**config.mk**
```make
export PLATFORM = sky130hd
export DESIGN_NAME = id_ex_hazard_stage_flat
export DESIGN_NICKNAME = d
export VERILOG_FILES = /design/src/rtl/id_ex_hazard_stage_pkg.sv /design/src/rtl/id_ex_hazard_stage_if.sv /design/src/rtl/id_ex_hazard_stage_hz_match.sv /design/src/rtl/id_ex_hazard_stage.sv /design/src/flat_wrapper.sv
export SDC_FILE = /design/constraint.sdc
export NUM_CORES = 1
export LEC_CHECK = 0
export ABC_AREA = 1
export CAP_MARGIN = 20
export CORE_MARGIN = 1.5
export CORE_UTILIZATION = 39
export CTS_CLUSTER_DIAMETER = 50
export DETAILED_ROUTE_END_ITERATION = 8
export PLACE_DENSITY = 0.77
export RECOVER_POWER = 50
export SLEW_MARGIN = 20
export SYNTH_ARGS = -nofsm -noshare
export SYNTH_HDL_FRONTEND = slang
export SYNTH_SLANG_ARGS = --single-unit
```
**constraint.sdc**
```tcl
create_clock -name clk -period 1.75 [get_ports clk]
set_input_delay 0.35 -clock clk [delete_from_list [all_inputs] [get_ports clk]]
set_output_delay 0.35 -clock clk [all_outputs]
set_load 0.03 [all_outputs]
```
**src/rtl/id_ex_hazard_stage_pkg.sv**
```systemverilog
// Shared types for the dual-lane ID/EX stage: lane record, bubble constant,
// hazard-control state encoding and a lane issue helper.
package pipe_pkg;

  localparam int unsigned REG_W = 3;

  typedef logic [REG_W-1:0] reg_t;

  typedef struct packed {
    logic valid;
    reg_t rm;
    reg_t rn;
    reg_t rd;
    logic regwrite;
    logic memread;
    logic alusrcb;
  } lane_t;

  // All-zero slot: r0 addresses keep the forwarding unit from matching it.
  localparam lane_t BUBBLE = '0;

  typedef enum logic {
    RUN,
    SPLIT
  } hz_state_t;

  // An invalid decode slot always enters EX as a clean bubble.
  function automatic lane_t issue_lane(input lane_t l);
    return l.valid ? l : BUBBLE;
  endfunction

endpackage

```
**src/rtl/id_ex_hazard_stage_if.sv**
```systemverilog
// Decode-side inputs, EX-side control and the registered ID/EX lane fields
// of id_ex_hazard_stage.
interface id_ex_hazard_stage_if #(
  parameter int unsigned REG_W = 3,
  parameter int unsigned CNT_W = 16
);
  logic             id_valid;
  logic [REG_W-1:0] id_rm_1, id_rn_1, id_rd_1;
  logic [REG_W-1:0] id_rm_2, id_rn_2, id_rd_2;
  logic             id_regwrite_1, id_memread_1, id_alusrcb_1;
  logic             id_regwrite_2, id_memread_2, id_alusrcb_2;
  logic             ex_hold;
  logic             ex_branch_taken;

  logic             pc_write;
  logic             if_id_write;
  logic             if_id_flush;
  logic             ID_EX_valid_1, ID_EX_valid_2;
  logic [REG_W-1:0] ID_EX_rm_1, ID_EX_rn_1, ID_EX_rd_1;
  logic [REG_W-1:0] ID_EX_rm_2, ID_EX_rn_2, ID_EX_rd_2;
  logic             ID_EX_RegWrite_1, ID_EX_MemRead_1, ID_EX_ALUSrcB_1;
  logic             ID_EX_RegWrite_2, ID_EX_MemRead_2, ID_EX_ALUSrcB_2;
  logic [CNT_W-1:0] stall_cnt;

  modport master (
    output id_valid, id_rm_1, id_rn_1, id_rd_1, id_rm_2, id_rn_2, id_rd_2,
           id_regwrite_1, id_memread_1, id_alusrcb_1,
           id_regwrite_2, id_memread_2, id_alusrcb_2,
           ex_hold, ex_branch_taken,
    input  pc_write, if_id_write, if_id_flush,
           ID_EX_valid_1, ID_EX_valid_2,
           ID_EX_rm_1, ID_EX_rn_1, ID_EX_rd_1, ID_EX_rm_2, ID_EX_rn_2, ID_EX_rd_2,
           ID_EX_RegWrite_1, ID_EX_MemRead_1, ID_EX_ALUSrcB_1,
           ID_EX_RegWrite_2, ID_EX_MemRead_2, ID_EX_ALUSrcB_2,
           stall_cnt
  );

  modport slave (
    input  id_valid, id_rm_1, id_rn_1, id_rd_1, id_rm_2, id_rn_2, id_rd_2,
           id_regwrite_1, id_memread_1, id_alusrcb_1,
           id_regwrite_2, id_memread_2, id_alusrcb_2,
           ex_hold, ex_branch_taken,
    output pc_write, if_id_write, if_id_flush,
           ID_EX_valid_1, ID_EX_valid_2,
           ID_EX_rm_1, ID_EX_rn_1, ID_EX_rd_1, ID_EX_rm_2, ID_EX_rn_2, ID_EX_rd_2,
           ID_EX_RegWrite_1, ID_EX_MemRead_1, ID_EX_ALUSrcB_1,
           ID_EX_RegWrite_2, ID_EX_MemRead_2, ID_EX_ALUSrcB_2,
           stall_cnt
  );

endinterface

```
**src/rtl/id_ex_hazard_stage_hz_match.sv**
```systemverilog
// Register dependency comparator: a non-r0 destination matching either source.
module hz_match #(
  parameter int unsigned REG_W = 3
) (
  input  logic [REG_W-1:0] dest,
  input  logic [REG_W-1:0] src_a,
  input  logic [REG_W-1:0] src_b,
  output logic             hit
);

  assign hit = (dest != '0) && ((dest == src_a) || (dest == src_b));

endmodule

```
**src/rtl/id_ex_hazard_stage.sv**
```systemverilog
// Dual-lane ID/EX pipeline register with load-use / intra-bundle RAW hazard
// control, bundle splitting and taken-branch flush.
// Optional: define HAZARD_PERF_CNT_EN to build the saturating stall counter.
module id_ex_hazard_stage #(
  parameter int unsigned REG_W = pipe_pkg::REG_W,
  parameter int unsigned CNT_W = 16
) (
  input logic                 clk,
  input logic                 reset,
  id_ex_hazard_stage_if.slave bus
);
  import pipe_pkg::*;

  hz_state_t state_q, n_state;
  lane_t     ex_q [2];
  lane_t     n_ex [2];
  lane_t     id_l [2];
  logic [3:0] lu_hit;
  logic [1:0] lu_lane;
  logic       intra_hit, intra_raw;
  logic       load_use_run, load_use_split;
  logic       pcw, ifw, fl;

  // Pack the decode fields into lane records.
  always_comb begin
    id_l[0] = '{valid: bus.id_valid, rm: bus.id_rm_1, rn: bus.id_rn_1, rd: bus.id_rd_1,
                regwrite: bus.id_regwrite_1, memread: bus.id_memread_1,
                alusrcb: bus.id_alusrcb_1};
    id_l[1] = '{valid: bus.id_valid, rm: bus.id_rm_2, rn: bus.id_rn_2, rd: bus.id_rd_2,
                regwrite: bus.id_regwrite_2, memread: bus.id_memread_2,
                alusrcb: bus.id_alusrcb_2};
  end

  // One comparator per (EX lane j, decode lane k) pair; index j*2+k.
  for (genvar j = 0; j < 2; j++) begin : g_ex
    for (genvar k = 0; k < 2; k++) begin : g_id
      hz_match #(.REG_W(REG_W)) u_lu (
        .dest  (ex_q[j].rd),
        .src_a (id_l[k].rm),
        .src_b (id_l[k].rn),
        .hit   (lu_hit[j*2+k])
      );
    end
  end

  hz_match #(.REG_W(REG_W)) u_intra (
    .dest  (id_l[0].rd),
    .src_a (id_l[1].rm),
    .src_b (id_l[1].rn),
    .hit   (intra_hit)
  );

  // Collapse comparator hits into per-decode-lane load-use and bundle RAW terms.
  always_comb begin
    for (int unsigned k = 0; k < 2; k++) begin
      lu_lane[k] = (ex_q[0].valid && ex_q[0].memread && lu_hit[k]) ||
                   (ex_q[1].valid && ex_q[1].memread && lu_hit[2+k]);
    end
    load_use_run   = bus.id_valid && (lu_lane[0] || lu_lane[1]);
    load_use_split = bus.id_valid && lu_lane[1];
    intra_raw      = bus.id_valid && bus.id_regwrite_1 && intra_hit;
  end

  // Next-state and next ID/EX contents in priority order: hold, branch, hazards, issue.
  always_comb begin
    n_ex[0] = ex_q[0];
    n_ex[1] = ex_q[1];
    n_state = state_q;
    pcw     = 1'b0;
    ifw     = 1'b0;
    fl      = 1'b0;
    if (!bus.ex_hold) begin
      if (bus.ex_branch_taken) begin
        n_ex[0] = BUBBLE;
        n_ex[1] = BUBBLE;
        fl      = 1'b1;
        pcw     = 1'b1;
        ifw     = 1'b1;
        n_state = RUN;
      end else if (state_q == RUN) begin
        if (load_use_run) begin
          n_ex[0] = BUBBLE;
          n_ex[1] = BUBBLE;
        end else if (intra_raw) begin
          n_ex[0] = issue_lane(id_l[0]);
          n_ex[1] = BUBBLE;
          n_state = SPLIT;
        end else begin
          n_ex[0] = issue_lane(id_l[0]);
          n_ex[1] = issue_lane(id_l[1]);
          pcw     = 1'b1;
          ifw     = 1'b1;
        end
      end else begin
        // Lane 1 of IF/ID already issued; only lane 2 remains.
        if (load_use_split) begin
          n_ex[0] = BUBBLE;
          n_ex[1] = BUBBLE;
        end else begin
          n_ex[0] = BUBBLE;
          n_ex[1] = issue_lane(id_l[1]);
          pcw     = 1'b1;
          ifw     = 1'b1;
          n_state = RUN;
        end
      end
    end
  end

  // State and ID/EX register update.
  always_ff @(posedge clk or posedge reset) begin
    if (reset) begin
      state_q <= RUN;
      ex_q[0] <= BUBBLE;
      ex_q[1] <= BUBBLE;
    end else begin
      state_q <= n_state;
      ex_q[0] <= n_ex[0];
      ex_q[1] <= n_ex[1];
    end
  end

  assign bus.pc_write         = pcw && !reset;
  assign bus.if_id_write      = ifw && !reset;
  assign bus.if_id_flush      = fl && !reset;
  assign bus.ID_EX_valid_1    = ex_q[0].valid;
  assign bus.ID_EX_rm_1       = ex_q[0].rm;
  assign bus.ID_EX_rn_1       = ex_q[0].rn;
  assign bus.ID_EX_rd_1       = ex_q[0].rd;
  assign bus.ID_EX_RegWrite_1 = ex_q[0].regwrite;
  assign bus.ID_EX_MemRead_1  = ex_q[0].memread;
  assign bus.ID_EX_ALUSrcB_1  = ex_q[0].alusrcb;
  assign bus.ID_EX_valid_2    = ex_q[1].valid;
  assign bus.ID_EX_rm_2       = ex_q[1].rm;
  assign bus.ID_EX_rn_2       = ex_q[1].rn;
  assign bus.ID_EX_rd_2       = ex_q[1].rd;
  assign bus.ID_EX_RegWrite_2 = ex_q[1].regwrite;
  assign bus.ID_EX_MemRead_2  = ex_q[1].memread;
  assign bus.ID_EX_ALUSrcB_2  = ex_q[1].alusrcb;

`ifdef HAZARD_PERF_CNT_EN
  logic [CNT_W-1:0] cnt_q;

  // Count every non-reset cycle in which the PC is stalled, saturating.
  always_ff @(posedge clk or posedge reset) begin
    if (reset) begin
      cnt_q <= '0;
    end else if (!pcw && (cnt_q != '1)) begin
      cnt_q <= cnt_q + CNT_W'(1);
    end
  end

  assign bus.stall_cnt = cnt_q;
`else
  assign bus.stall_cnt = {CNT_W{1'b0}};
`endif

endmodule
```
**src/flat_wrapper.sv**
```systemverilog
// flat-port wrapper written by rule: the top's interface ports become plain ports
module id_ex_hazard_stage_flat import pipe_pkg::*;
#(
  parameter int unsigned REG_W = pipe_pkg::REG_W,
  parameter int unsigned CNT_W = 16
)
  (clk, reset, bus_id_valid, bus_id_rm_1, bus_id_rn_1, bus_id_rd_1, bus_id_rm_2, bus_id_rn_2, bus_id_rd_2, bus_id_regwrite_1, bus_id_memread_1, bus_id_alusrcb_1, bus_id_regwrite_2, bus_id_memread_2, bus_id_alusrcb_2, bus_ex_hold, bus_ex_branch_taken, bus_pc_write, bus_if_id_write, bus_if_id_flush, bus_ID_EX_valid_1, bus_ID_EX_valid_2, bus_ID_EX_rm_1, bus_ID_EX_rn_1, bus_ID_EX_rd_1, bus_ID_EX_rm_2, bus_ID_EX_rn_2, bus_ID_EX_rd_2, bus_ID_EX_RegWrite_1, bus_ID_EX_MemRead_1, bus_ID_EX_ALUSrcB_1, bus_ID_EX_RegWrite_2, bus_ID_EX_MemRead_2, bus_ID_EX_ALUSrcB_2, bus_stall_cnt);
  id_ex_hazard_stage_if #(.REG_W(REG_W), .CNT_W(CNT_W)) bus_i ();
  input logic clk;
  input logic reset;
  input wire logic [$bits(bus_i.id_valid)-1:0] bus_id_valid;
  input wire logic [$bits(bus_i.id_rm_1)-1:0] bus_id_rm_1;
  input wire logic [$bits(bus_i.id_rn_1)-1:0] bus_id_rn_1;
  input wire logic [$bits(bus_i.id_rd_1)-1:0] bus_id_rd_1;
  input wire logic [$bits(bus_i.id_rm_2)-1:0] bus_id_rm_2;
  input wire logic [$bits(bus_i.id_rn_2)-1:0] bus_id_rn_2;
  input wire logic [$bits(bus_i.id_rd_2)-1:0] bus_id_rd_2;
  input wire logic [$bits(bus_i.id_regwrite_1)-1:0] bus_id_regwrite_1;
  input wire logic [$bits(bus_i.id_memread_1)-1:0] bus_id_memread_1;
  input wire logic [$bits(bus_i.id_alusrcb_1)-1:0] bus_id_alusrcb_1;
  input wire logic [$bits(bus_i.id_regwrite_2)-1:0] bus_id_regwrite_2;
  input wire logic [$bits(bus_i.id_memread_2)-1:0] bus_id_memread_2;
  input wire logic [$bits(bus_i.id_alusrcb_2)-1:0] bus_id_alusrcb_2;
  input wire logic [$bits(bus_i.ex_hold)-1:0] bus_ex_hold;
  input wire logic [$bits(bus_i.ex_branch_taken)-1:0] bus_ex_branch_taken;
  output wire logic [$bits(bus_i.pc_write)-1:0] bus_pc_write;
  output wire logic [$bits(bus_i.if_id_write)-1:0] bus_if_id_write;
  output wire logic [$bits(bus_i.if_id_flush)-1:0] bus_if_id_flush;
  output wire logic [$bits(bus_i.ID_EX_valid_1)-1:0] bus_ID_EX_valid_1;
  output wire logic [$bits(bus_i.ID_EX_valid_2)-1:0] bus_ID_EX_valid_2;
  output wire logic [$bits(bus_i.ID_EX_rm_1)-1:0] bus_ID_EX_rm_1;
  output wire logic [$bits(bus_i.ID_EX_rn_1)-1:0] bus_ID_EX_rn_1;
  output wire logic [$bits(bus_i.ID_EX_rd_1)-1:0] bus_ID_EX_rd_1;
  output wire logic [$bits(bus_i.ID_EX_rm_2)-1:0] bus_ID_EX_rm_2;
  output wire logic [$bits(bus_i.ID_EX_rn_2)-1:0] bus_ID_EX_rn_2;
  output wire logic [$bits(bus_i.ID_EX_rd_2)-1:0] bus_ID_EX_rd_2;
  output wire logic [$bits(bus_i.ID_EX_RegWrite_1)-1:0] bus_ID_EX_RegWrite_1;
  output wire logic [$bits(bus_i.ID_EX_MemRead_1)-1:0] bus_ID_EX_MemRead_1;
  output wire logic [$bits(bus_i.ID_EX_ALUSrcB_1)-1:0] bus_ID_EX_ALUSrcB_1;
  output wire logic [$bits(bus_i.ID_EX_RegWrite_2)-1:0] bus_ID_EX_RegWrite_2;
  output wire logic [$bits(bus_i.ID_EX_MemRead_2)-1:0] bus_ID_EX_MemRead_2;
  output wire logic [$bits(bus_i.ID_EX_ALUSrcB_2)-1:0] bus_ID_EX_ALUSrcB_2;
  output wire logic [$bits(bus_i.stall_cnt)-1:0] bus_stall_cnt;
  assign bus_i.id_valid = bus_id_valid;
  assign bus_i.id_rm_1 = bus_id_rm_1;
  assign bus_i.id_rn_1 = bus_id_rn_1;
  assign bus_i.id_rd_1 = bus_id_rd_1;
  assign bus_i.id_rm_2 = bus_id_rm_2;
  assign bus_i.id_rn_2 = bus_id_rn_2;
  assign bus_i.id_rd_2 = bus_id_rd_2;
  assign bus_i.id_regwrite_1 = bus_id_regwrite_1;
  assign bus_i.id_memread_1 = bus_id_memread_1;
  assign bus_i.id_alusrcb_1 = bus_id_alusrcb_1;
  assign bus_i.id_regwrite_2 = bus_id_regwrite_2;
  assign bus_i.id_memread_2 = bus_id_memread_2;
  assign bus_i.id_alusrcb_2 = bus_id_alusrcb_2;
  assign bus_i.ex_hold = bus_ex_hold;
  assign bus_i.ex_branch_taken = bus_ex_branch_taken;
  assign bus_pc_write = bus_i.pc_write;
  assign bus_if_id_write = bus_i.if_id_write;
  assign bus_if_id_flush = bus_i.if_id_flush;
  assign bus_ID_EX_valid_1 = bus_i.ID_EX_valid_1;
  assign bus_ID_EX_valid_2 = bus_i.ID_EX_valid_2;
  assign bus_ID_EX_rm_1 = bus_i.ID_EX_rm_1;
  assign bus_ID_EX_rn_1 = bus_i.ID_EX_rn_1;
  assign bus_ID_EX_rd_1 = bus_i.ID_EX_rd_1;
  assign bus_ID_EX_rm_2 = bus_i.ID_EX_rm_2;
  assign bus_ID_EX_rn_2 = bus_i.ID_EX_rn_2;
  assign bus_ID_EX_rd_2 = bus_i.ID_EX_rd_2;
  assign bus_ID_EX_RegWrite_1 = bus_i.ID_EX_RegWrite_1;
  assign bus_ID_EX_MemRead_1 = bus_i.ID_EX_MemRead_1;
  assign bus_ID_EX_ALUSrcB_1 = bus_i.ID_EX_ALUSrcB_1;
  assign bus_ID_EX_RegWrite_2 = bus_i.ID_EX_RegWrite_2;
  assign bus_ID_EX_MemRead_2 = bus_i.ID_EX_MemRead_2;
  assign bus_ID_EX_ALUSrcB_2 = bus_i.ID_EX_ALUSrcB_2;
  assign bus_stall_cnt = bus_i.stall_cnt;
  id_ex_hazard_stage #(.REG_W(REG_W), .CNT_W(CNT_W)) u_core (.clk(clk), .reset(reset), .bus(bus_i));
endmodule
```
==> results of run 1 <==
[synthesized netlist by cell type, drive strengths merged]
library cell / instances
a31oi: 1
buf: 22
clkbuf: 5
conb: 1
dfrtp: 27
inv: 31
nand2: 108
nand3: 21
nor2: 17
nor3: 2
o21ai: 6
o22ai: 3
o311ai: 1
xnor2: 19
[per-layer routing]
metal	vias up	part of all wire [%]
met3	2	7.0
met5	-	0
met1	820	45
met4	0	0.28
li1	924	-
met2	64	48
[layout by cell type (no fill, tap or decap), types with 2 or more instances in the layout]
cell / Yosys / routed
nor2_1: 16 / 15
o22ai_1: 3 / 3
nand3_1: 21 / 21
nand2_1: 104 / 101
dlygate4sd2_1: 0 / 22
o21ai_0: 5 / 5
conb_1: 1 / 16
inv_1: 28 / 26
buf_6: 1 / 2
xnor2_1: 19 / 19
dfrtp_1: 27 / 21
clkbuf_8: 0 / 3
clkdlybuf4s50_1: 0 / 29
clkbuf_1: 3 / 2
buf_4: 20 / 29
inv_2: 3 / 5
dfrtp_2: 0 / 6
nand2_2: 4 / 5
[power breakdown]
| group | internal, uW | switching (uW) |
|---|---|---|
| clock network | 163 | 192 |
| registers | 664 | 40.9 |
| logic | 231 | 323 |
[through the flow]
step	instance area [sq um]	power (uW)
3_5_place_dp	2580	1290
3_3_place_gp	2580	1280
2_1_floorplan	1940	1080
6_report	2600	1610
5_1_grt	2600	1700
4_1_cts	2610	1630
[worst max-delay path by stage]
| stage | startpoint | endpoint | cells after the start |
|---|---|---|---|
| 2_1_floorplan | u_core.bus.ID_EX_rd_2[2]$_DFFE_PP0N_ | bus_pc_write | 13 |
| 3_3_place_gp | bus_id_rm_2[1] | bus_if_id_write | 14 |
| 3_5_place_dp | bus_id_rm_2[1] | bus_pc_write | 14 |
| 4_1_cts | u_core.bus.ID_EX_rd_1[2]$_DFFE_PP0N_ | bus_pc_write | 13 |
| 5_1_grt | u_core.bus.ID_EX_rd_1[2]$_DFFE_PP0N_ | bus_if_id_write | 13 |
| 6_report | u_core.bus.ID_EX_rd_1[2]$_DFFE_PP0N_ | bus_pc_write | 13 |
[worst max-delay path, stage by stage, from the launching register on]
cell and delay [ps]:
dfrtp_2 470, inv_2 80, nand2_1 60, nand2_1 50
nand3_1 70, nand2_1 50, nand2_1 70, nand2_2 80
o21ai_2 160, nand2_1 80, nand2_2 90, nand2_4 70
nand2_8 70, buf_6 120
[sequential cells by signal, summed over array words and instances (netlist names)]
signal / count
u_core.bus.ID_EX_rd_1: 3
u_core.bus.ID_EX_rd_2: 3
u_core.bus.ID_EX_rm_1: 3
u_core.bus.ID_EX_rm_2: 3
u_core.bus.ID_EX_rn_1: 3
u_core.bus.ID_EX_rn_2: 3
u_core.bus.ID_EX_ALUSrcB_1: 1
u_core.bus.ID_EX_ALUSrcB_2: 1
u_core.bus.ID_EX_MemRead_1: 1
u_core.bus.ID_EX_MemRead_2: 1
u_core.bus.ID_EX_RegWrite_1: 1
u_core.bus.ID_EX_RegWrite_2: 1
u_core.bus.ID_EX_valid_1: 1
u_core.bus.ID_EX_valid_2: 1
u_core.state_q: 1
[final cells by class]
class | instances | area share [%]
Clock buffer | 4 | 1.73
Inverter | 31 | 4.47
Multi-Input combinational cell | 194 | 35.7
Sequential cell | 27 | 26.3
Tap cell | 52 | 2.50
Timing Repair Buffer | 87 | 29.3
[cells by family (layout without fill, tap and decap cells)]
kind of cell / after synthesis / count (layout) / synth area share, %
and+or+nand+nor: 148 / 148 / 33.1
other: 1 / 16 / 0.206
AOI/OAI and AO/OA: 11 / 11 / 3.71
DFF: 27 / 27 / 37.1
xor gates and xnor gates: 19 / 19 / 9.15
buffers and inverters: 58 / 122 / 16.7
[what timing repair did]
item | in CTS | in global routing
endpoints found under the hold margin | 0 | 0
cloned | 0 | 0
pin swaps | 4 | 2
setup buffers | 1 | 0
setup endpoints to repair | 22 | 16
resized for setup | 27 | 3
==> metrics.txt, run 1 <==
# TYPE chip_impl_metric gauge
chip_impl_info{name="run_status",value="complete, but fails checks"} 1
chip_impl_info{name="violations_in_the_final_reports",value="setup timing"} 1
chip_impl_metric{name="number_of_diodes",unit=""} 0
chip_impl_metric{name="drt_first_pass_iters",unit=""} 4
chip_impl_metric{name="worst_ir_drop_vdd",unit="mV"} 0.274
chip_impl_metric{name="number_of_hold_buffers_added_after_cts",unit=""} 0
chip_impl_info{name="grt_setup_unrepaired",value="yes"} 1
chip_impl_metric{name="avg_inst_size_synth",unit="sq um"} 6.89
chip_impl_metric{name="placement.setup.worst_slack",unit="ps"} -636
chip_impl_metric{name="multiInputGateArea",unit="sq um"} 930
chip_impl_metric{name="fin_nets",unit=""} 373
chip_impl_metric{name="route.vias.total",unit=""} 1810
chip_impl_metric{name="worstPathMaxFanout",unit=""} 7
chip_impl_metric{name="powerDensity",unit="nW/um^2"} 621
chip_impl_metric{name="synth_top_area_share",unit="%"} 37.1
chip_impl_metric{name="yosysUniqueCellTypes",unit=""} 21
chip_impl_info{name="r2r-start",value="u_core.bus.ID_EX_rd_1[2]$_DFFE_PP0N_"} 1
chip_impl_metric{name="floorplan.rows",unit=""} 24
chip_impl_metric{name="globalRouteMet1Util",unit="%"} 25.8
chip_impl_info{name="cts_root_buf",value="clkbuf_8"} 1
chip_impl_metric{name="cp_data_required_time",unit="ps"} 1400
chip_impl_metric{name="wl_per_cell",unit="um"} 11.7
chip_impl_metric{name="routabilityCongestion",unit=""} 0.864
chip_impl_info{name="synth_largest_area_cell",value="dfrtp_1"} 1
chip_impl_metric{name="max_cap_violations",unit=""} 0
chip_impl_metric{name="slew_violations",unit=""} 0
chip_impl_metric{name="place.detailed.instances",unit=""} 391
chip_impl_metric{name="drt-initial-drc-count",unit=""} 90
chip_impl_metric{name="synth_warnings",unit=""} 0
chip_impl_metric{name="worstMarginPinSlew",unit="ps"} 712
chip_impl_info{name="reg2reg_to",value="u_core.bus.ID_EX_MemRead_2$_DFFE_PP0N_"} 1
chip_impl_metric{name="via_count_of_the_first_global_routing_pass",unit=""} 1762
chip_impl_metric{name="timing.max_slew.rel_slack",unit="%"} 52.6
chip_impl_metric{name="fmax",unit="MHz"} 467
chip_impl_metric{name="netlist_instances",unit=""} 264
chip_impl_info{name="worst_setup_path_end_kind",value="primary output"} 1
chip_impl_metric{name="floorplan.die.height",unit="um"} 71.3
chip_impl_metric{name="cts_htree_levels",unit=""} 1
chip_impl_metric{name="buffer_ports.inserted",unit=""} 57
chip_impl_metric{name="fin_setup_tns",unit="ps"} -804
chip_impl_info{name="hold_end",value="u_core.bus.ID_EX_rm_2[2]$_DFFE_PP0N_"} 1
chip_impl_metric{name="synth-seq-area-share",unit="%"} 37.1
chip_impl_metric{name="area_growth_syn_to_layout",unit="%"} 43.0
chip_impl_metric{name="grt.met3_usage",unit="%"} 2.53
chip_impl_metric{name="final-setup-viol-count",unit=""} 3
chip_impl_metric{name="timing.final.hold_violations",unit=""} 0
chip_impl_metric{name="fin_crit",unit="ps"} 2140
chip_impl_metric{name="grt_util_met2",unit="%"} 32.1
chip_impl_metric{name="leakagePower",unit="uW"} 0.00141
chip_impl_metric{name="place_hpwl",unit="mm"} 3.58
chip_impl_metric{name="path_clk_slew",unit="ps"} 90
chip_impl_metric{name="overflow",unit=""} 0
chip_impl_info{name="crit_path_start_kind",value="flip-flop"} 1
chip_impl_metric{name="postLayoutSetupSlackWorst",unit="ps"} -389
chip_impl_metric{name="stdcell_count",unit=""} 395
chip_impl_metric{name="clkLatencyLatePin",unit="ps"} 270
chip_impl_metric{name="die-area",unit="sq um"} 5080
chip_impl_metric{name="vias_per_cell",unit=""} 4.58
chip_impl_metric{name="syn-cell-area",unit="sq um"} 1820
chip_impl_metric{name="fill_cell_total_of_the_finished_layout",unit=""} 410
chip_impl_metric{name="core_area",unit="sq um"} 4410
chip_impl_metric{name="detail_route.wirelength",unit="mm"} 4.64
chip_impl_metric{name="layout.core_utilization",unit="%"} 58.9
chip_impl_metric{name="register_area",unit="sq um"} 683
chip_impl_metric{name="yosys_register_bits",unit=""} 27
chip_impl_metric{name="worstHoldPathCells",unit=""} 2
chip_impl_info{name="yosys-top-cells-area",value="dfrtp_1, nand2_1, xnor2_1"} 1
chip_impl_metric{name="floorplan.die.width",unit="um"} 71.3
chip_impl_metric{name="io_pins",unit=""} 74
chip_impl_metric{name="grt.total_usage",unit="%"} 18.8
chip_impl_info{name="hp-start",value="u_core.bus.ID_EX_rm_2[2]$_DFFE_PP0N_"} 1
chip_impl_metric{name="reg2reg_depth",unit=""} 13
chip_impl_info{name="globalRoute.busiestLayer",value="met2"} 1
chip_impl_metric{name="detail_route.drc_violations",unit=""} 0
chip_impl_metric{name="finalCritPeriodShare",unit="%"} 122
chip_impl_metric{name="r2r_setup_slack",unit="ps"} 100
chip_impl_metric{name="clock_tree.buffer_depth",unit=""} 2
chip_impl_metric{name="critical_path_arrival",unit="ps"} 1790
chip_impl_info{name="timing_worst_setup_path_type",value="reg -> out"} 1
chip_impl_metric{name="cts_sinks",unit=""} 27
chip_impl_info{name="tritoncts_clock_tree",value="built"} 1
chip_impl_metric{name="antenna_left",unit=""} 0
chip_impl_metric{name="post_route_cells_drive_above_1_share",unit="%"} 16.9
chip_impl_metric{name="initial_antenna_violation_count",unit=""} 0
chip_impl_metric{name="global_route_wire_length_before_repair",unit="mm"} 7.82
chip_impl_info{name="timing.hold.worst.class",value="reg -> reg"} 1
chip_impl_metric{name="cts-buffers-inserted",unit=""} 3
chip_impl_metric{name="grt_max_degree",unit=""} 28
chip_impl_metric{name="initial_utilization",unit="%"} 41.2
chip_impl_metric{name="timing.clock.skew",unit="ps"} 3.59
chip_impl_metric{name="hold_slack",unit="ps"} 489
No activity file was read; power rests on OpenSTA's default activity.
==> run 2: changes to the inputs <==
--- a/config.mk
+++ b/config.mk
@@ -13,7 +13,6 @@
 export DETAILED_ROUTE_END_ITERATION = 8
 export PLACE_DENSITY = 0.77
 export RECOVER_POWER = 50
-export SLEW_MARGIN = 20
 export SYNTH_ARGS = -nofsm -noshare
 export SYNTH_HDL_FRONTEND = slang
 export SYNTH_SLANG_ARGS = --single-unit
==> results of run 2 <==
Same layout as run 1: the final DEF is identical, and so are final timing and power.
